<file path="config.mk">
export PLATFORM = sky130hd
export DESIGN_NAME = div_16bit_sched
export DESIGN_NICKNAME = d
export VERILOG_FILES = /design/src/rtl/div_16bit_sched.sv
export SDC_FILE = /design/constraint.sdc
export NUM_CORES = 1
export LEC_CHECK = 0
export CAP_MARGIN = 20
export CELL_PAD_IN_SITES_DETAIL_PLACEMENT = 0
export CELL_PAD_IN_SITES_GLOBAL_PLACEMENT = 2
export CORE_MARGIN = 2
export CORE_UTILIZATION = 24
export CTS_BUF_LIST = sky130_fd_sc_hd__clkbuf_4 sky130_fd_sc_hd__clkbuf_8 sky130_fd_sc_hd__clkbuf_16
export CTS_CLUSTER_DIAMETER = 50
export DETAILED_ROUTE_END_ITERATION = 10
export PLACE_DENSITY_LB_ADDON = 0.1
export SYNTH_ARGS = -nofsm -noshare
export SYNTH_HDL_FRONTEND = slang
export SYNTH_SLANG_ARGS = --single-unit
export TNS_END_PERCENT = 5
</file>
<file path="constraint.sdc">
create_clock -name clk -period 3.03 [get_ports clk]
set_clock_uncertainty 0.1 [all_clocks]
set_input_delay 0.303 -clock clk [delete_from_list [all_inputs] [get_ports clk]]
set_output_delay 0.303 -clock clk [all_outputs]
set_load 0.03 [all_outputs]
</file>
<file path="src/rtl/div_16bit_sched.sv">
// Round-robin scheduler sharing one fixed-latency 16-bit divider core among NUM_REQ requesters.
// Divide-by-zero jobs are answered locally without starting the core.
module div_16bit_sched #(
  parameter int unsigned NUM_REQ     = 4,
  parameter int unsigned ID_W        = 2,
  parameter int unsigned DIV_LATENCY = 36
) (
  input  logic                    clk,
  input  logic                    reset,
  input  logic [NUM_REQ-1:0]      req_valid,
  output logic [NUM_REQ-1:0]      req_ready,
  input  logic [16*NUM_REQ-1:0]   req_a,
  input  logic [16*NUM_REQ-1:0]   req_b,
  output logic                    div_start,
  output logic [15:0]             div_a,
  output logic [15:0]             div_b,
  input  logic [15:0]             div_result,
  input  logic [15:0]             div_odd,
  output logic                    rsp_valid,
  input  logic                    rsp_ready,
  output logic [ID_W-1:0]         rsp_id,
  output logic [15:0]             rsp_quot,
  output logic [15:0]             rsp_rem,
  output logic                    rsp_dbz,
  output logic                    busy
);

  localparam int unsigned CNT_W = (DIV_LATENCY > 2) ? $clog2(DIV_LATENCY) : 1;

  typedef enum logic [1:0] {IDLE, ISSUE, WAIT, RESP} state_t;

  state_t           state_q, state_d;
  logic [ID_W-1:0]  last_q, last_d;
  logic [CNT_W-1:0] cnt_q, cnt_d;

  logic             div_start_d, busy_d, rsp_valid_d, rsp_dbz_d;
  logic [15:0]      div_a_d, div_b_d, rsp_quot_d, rsp_rem_d;
  logic [ID_W-1:0]  rsp_id_d;

  logic             grant_found;
  logic [ID_W-1:0]  grant_idx;
  logic [15:0]      a_sel, b_sel;

  // Round-robin search starting just after the last granted requester.
  always_comb begin
    int unsigned cand;
    grant_found = 1'b0;
    grant_idx   = '0;
    a_sel       = '0;
    b_sel       = '0;
    cand        = 0;
    for (int unsigned k = 1; k <= NUM_REQ; k++) begin
      cand = 32'(last_q) + k;
      if (cand >= NUM_REQ) cand = cand - NUM_REQ;
      for (int unsigned i = 0; i < NUM_REQ; i++) begin
        if (!grant_found && cand == i && req_valid[i]) begin
          grant_found = 1'b1;
          grant_idx   = ID_W'(i);
          a_sel       = req_a[16*i +: 16];
          b_sel       = req_b[16*i +: 16];
        end
      end
    end
  end

  // Accept strobe is combinational and only ever raised while idle.
  always_comb begin
    req_ready = '0;
    for (int unsigned i = 0; i < NUM_REQ; i++) begin
      req_ready[i] = (state_q == IDLE) && grant_found && (grant_idx == ID_W'(i));
    end
  end

  // Next-state and next-output logic.
  always_comb begin
    state_d    = state_q;
    last_d     = last_q;
    cnt_d      = cnt_q;
    div_a_d    = div_a;
    div_b_d    = div_b;
    rsp_id_d   = rsp_id;
    rsp_quot_d = rsp_quot;
    rsp_rem_d  = rsp_rem;
    rsp_dbz_d  = rsp_dbz;

    case (state_q)
      IDLE: begin
        if (grant_found) begin
          last_d   = grant_idx;
          rsp_id_d = grant_idx;
          if (b_sel == 16'h0000) begin
            rsp_quot_d = 16'hFFFF;
            rsp_rem_d  = a_sel;
            rsp_dbz_d  = 1'b1;
            state_d    = RESP;
          end else begin
            div_a_d = a_sel;
            div_b_d = b_sel;
            state_d = ISSUE;
          end
        end
      end
      ISSUE: begin
        cnt_d   = '0;
        state_d = WAIT;
      end
      WAIT: begin
        if (cnt_q == CNT_W'(DIV_LATENCY - 1)) begin
          rsp_quot_d = div_result;
          rsp_rem_d  = div_odd;
          rsp_dbz_d  = 1'b0;
          state_d    = RESP;
        end else begin
          cnt_d = cnt_q + CNT_W'(1);
        end
      end
      RESP: begin
        if (rsp_ready) state_d = IDLE;
      end
      default: state_d = IDLE;
    endcase

    div_start_d = (state_d == ISSUE);
    busy_d      = (state_d != IDLE);
    rsp_valid_d = (state_d == RESP);
  end

  always_ff @(posedge clk) begin
    if (reset) begin
      state_q   <= IDLE;
      last_q    <= ID_W'(NUM_REQ - 1);
      cnt_q     <= '0;
      div_start <= 1'b0;
      div_a     <= '0;
      div_b     <= '0;
      rsp_valid <= 1'b0;
      rsp_id    <= '0;
      rsp_quot  <= '0;
      rsp_rem   <= '0;
      rsp_dbz   <= 1'b0;
      busy      <= 1'b0;
    end else begin
      state_q   <= state_d;
      last_q    <= last_d;
      cnt_q     <= cnt_d;
      div_start <= div_start_d;
      div_a     <= div_a_d;
      div_b     <= div_b_d;
      rsp_valid <= rsp_valid_d;
      rsp_id    <= rsp_id_d;
      rsp_quot  <= rsp_quot_d;
      rsp_rem   <= rsp_rem_d;
      rsp_dbz   <= rsp_dbz_d;
      busy      <= busy_d;
    end
  end

endmodule

</file>
==> summary.txt <==
Global route
  – Remaining global-route overflow: 0
  – GRT Total Usage: 27.9%
  – First-pass GRT wire length: 75400 um
  – Initial antenna violation count: 2
  – Number of global-route vias before repair: 11.6k
  – Largest net degree at the start of global routing: 37

Cells and area
  – Layout net count: approximately 1.8k
  – Share of cells above drive strength 1: 27.2%
  – Fill count: around 3.5k
  – Post-layout util: 42.1%
  – Layout area overhead: 72.1%

Worst setup path
  – Worst Path Required: 3.13 ns
  – CP Capture Type: flop
  – Critical path class: reg2reg
  – R2R Path Start: last_q[0]$_SDFFE_PP1P_
  – Reg2Reg Setup Slack: -0.50 ns
  – CP max FO: 8
  – R2R cell count: 13
  – CP Data Arrival Time: around 3.6 ns
  – Reg-to-Reg End: div_a[1]$_SDFFE_PP0P_
  – Critical path launch point type: flop

Pwr
  – Max IR drop VDD: roughly 0.34 mV
  – Comb pwr share: 57.9%
  – Switching share of power: 41.3%
  – Sw power: ~0.0023 W
  – Clock Power Share: between 20% and 30%
  – Post-layout power: between 0.005 and 0.006 W
  – Cell Pwr Density: 397 mW/mm2
  – Leak: between 5 and 6 nW
  – Internal: roughly 0.0033 W
  – Register share of total power: between 20 and 25%

Detailed routing
  – Drt total wl: slightly above 50000 um
  – Post-DR vias/cell: between 5 and 6
  – Initial DRC count: approximately 1.2k
  – # DRC: 0
  – Initial DRT Pass Iterations: 6
  – Post-DR wirelength/cell: about 25 um
  – Antenna Nets Post-Route: 0
  – Vias: about 12k

STA
  – Setup-failing EPs final: between 60 and 70
  – Final setup margin: -0.504 ns
  – Setup tns final: -29.70 ns
  – Worst slew pin tran: between 0.8 and 0.9 ns
  – Fmax: between 200 and 300 MHz
  – Final hold violations: 0
  – Fin crit period: approximately 3.5 ns
  – Unrepaired setup endpoints after global routing: yes
  – Slew Limit Fails: 0
  – Period utilisation layout: 117%
  – Slew HR: approximately 45%

Synthesis
  – Post-synth top area cell: dfxtp_1
  – Share of the synthesized area in the top cell type: between 15 and 20%
  – YS warnings: 0
  – Synth unique cells: 90
  – Mapped cell area: 0.00825 mm2
  – Synth Instances: 1181
  – Post-Syn Area per Cell: roughly 7.0 um2
  – Register area share after synthesis: between 10% and 20%
  – FF+latch count, synth: 80
  – Most frequent cell after synthesis: nand2_1
  – EDFF count, synth: 0
  – Most frequent cells after synthesis: nand2_1, o21ai_0, nor2_1, dfxtp_1, a21oi_1
  – Synth top area cells: dfxtp_1, nand2_1, o21ai_0, a21oi_1, mux2i_1
  – Syn Nets: between 1k and 1.5k
  – Ys flop type: dfxtp_1
  – Async S/R FF share, synth: 0%

Hold path
  – Hold Startpoint: rsp_quot[10]$_SDFFE_PP0P_
  – Hold Crit Depth: 2
  – Hold endpoint: rsp_quot[10]$_SDFFE_PP0P_
  – HP Class: reg2reg

Placement
  – Pre-CTS setup slack: -1.10 ns
  – RePlAce Congestion: roughly 1
  – Final HPWL DP: between 30000 and 40000 um
  – Count of input and output buffers: 240

CTS
  – Clock Latency Late Sink: around 0.35 ns
  – Buffer levels on the longest clock path: 2
  – Post-CTS Hold Fix Bufs: 0
  – Clock sinks: 80
  – Depth of the CTS H-tree: 3
  – Worst-path clk slew: ~0.060 ns
  – CTS root buffer: clkbuf_16
  – CTS Buf Count: 9
  – TritonCTS clock tree: done

Status
  – Status: finished with violations
  – Violated checks: setup timing

Floorplanning
  – # rows: 67
  – Chip width: about 190 um
  – Core ar.: between 0.03 and 0.04 mm2
  – IO Count: between 200 and 250
  – Die Area: 0.0359 mm2
  – Die Height: ~190 um
  – Initial Utilization: between 20% and 30%

Run
  – Max_cap viols: 0
[worst max-delay path, cell delays in order (launching register included)]
cell and delay, ns:
dfxtp_4 0.40, buf_12 0.15, buf_8 0.13, nand3b_1 0.12, a211o_1 0.21, nand4_1 0.24, nor4_2 0.37, nor3_2 0.10
or4_4 0.58, or3_4 0.44, buf_12 0.16, buf_16 0.13, o211ai_1 0.16, a21oi_1 0.08
[layout make-up]
class / instances / area (um2) / share of cell area (%)
flip-flops and latches: 80 / 1610 / 11.3
diodes: 2 / 5.00 / 0.0353
clock inverters: 5 / 56.3 / 0.397
repair buffers: 559 / 5160 / 36.3
clock buffers: 11 / 246 / 1.74
inverters: 21 / 78.8 / 0.555
multi-input cells: 966 / 6480 / 45.6
well taps: 448 / 561 / 3.95
[cells in the final DEF (no fill, tap or decap), drive strengths merged, types with 12 or more instances in the layout]
cell           instances
a21oi                 79
nand2                158
nor3                  37
clkdlybuf4s50        231
a221oi                31
nor2b                 12
nand3                 44
buf                  325
o22ai                 44
inv                   20
mux2i                 31
o211ai                35
a221o                 14
o221ai                15
o21ai                 99
nor2                  83
a31oi                 27
a2bb2oi               12
dfxtp                 80
a22oi                 21
[worst max-delay path by stage]
stage                                      start                        end  slack [ns]  cells after the start
after detailed placement            req_valid[1]  rsp_quot[11]$_SDFFE_PP0P_       -1.10                     15
after CTS                 last_q[0]$_SDFFE_PP1P_      div_a[1]$_SDFFE_PP0P_       -0.47                     13
after global placement              req_valid[0]    rsp_rem[0]$_SDFFE_PP0P_       -1.07                     13
final                     last_q[0]$_SDFFE_PP1P_      div_a[1]$_SDFFE_PP0P_       -0.50                     13
after global routing      last_q[0]$_SDFFE_PP1P_   rsp_rem[15]$_SDFFE_PP0P_       -0.58                     13
after floorplan           last_q[0]$_SDFFE_PP1P_    rsp_rem[1]$_SDFFE_PP0P_       -0.09                     13
[stage by stage]
stage / area [um2] / hold slack (ns) / cells
detailed placement: 13200 / 0.354 / 2050
finish: 14200 / 0.360 / 2092
floorplan: 8520 / 0.405 / 1181
global route: 14200 / 0.380 / 2091
global placement: 13200 / 0.347 / 2050
CTS: 14100 / 0.364 / 2089
[power by group through the flow]
stage	Sequential (W)	Clock, W	Combinational (W)
final	0.00125	0.00112	0.00326
after global routing	0.00126	0.00119	0.00344
after CTS	0.00125	0.00115	0.00320
after detailed placement	0.00128	0	0.00300
after global placement	0.00128	0	0.00301
after floorplan	0.00141	0	0.00125
[flip-flops by register name, indices dropped and copies added (netlist names), 2 cells and up]
| signal | count |
|---|---|
| div_b | 16 |
| rsp_quot | 16 |
| rsp_id | 2 |
| div_a | 16 |
| rsp_rem | 16 |
| cnt_q | 6 |
| last_q | 2 |
| state_q | 2 |
[kinds of logic after synthesis]
kind of cell | count (synthesis) | synth area share [%]
multiplexers | 32 | 3.90
flip-flops | 80 | 19.4
adder cells (fa/ha/maj) | 1 | 0.152
buffers and inverters | 135 | 7.27
AO/OA/AOI/OAI | 493 | 41.9
AND/OR/NAND/NOR | 440 | 27.3
[routing by layer]
layer,vias up,global-route usage [%],wire length [um]
met3,99,4.99,4250
met2,701,43.6,22700
li1,5530,-,-
met4,0,10.6,1950
met5,-,0,0
met1,5719,38.3,22900
[repair_timing]
| item | CTS | global route |
|---|---|---|
| setup buffers | 20 | 1 |
| gates cloned | 4 | 0 |
| endpoints found under the hold margin | 0 | 0 |
| endpoints found under the setup margin | 71 | 70 |
| pin swaps | 40 | 10 |
| resized for setup | 95 | 11 |
(Power assumes the default switching activity.)
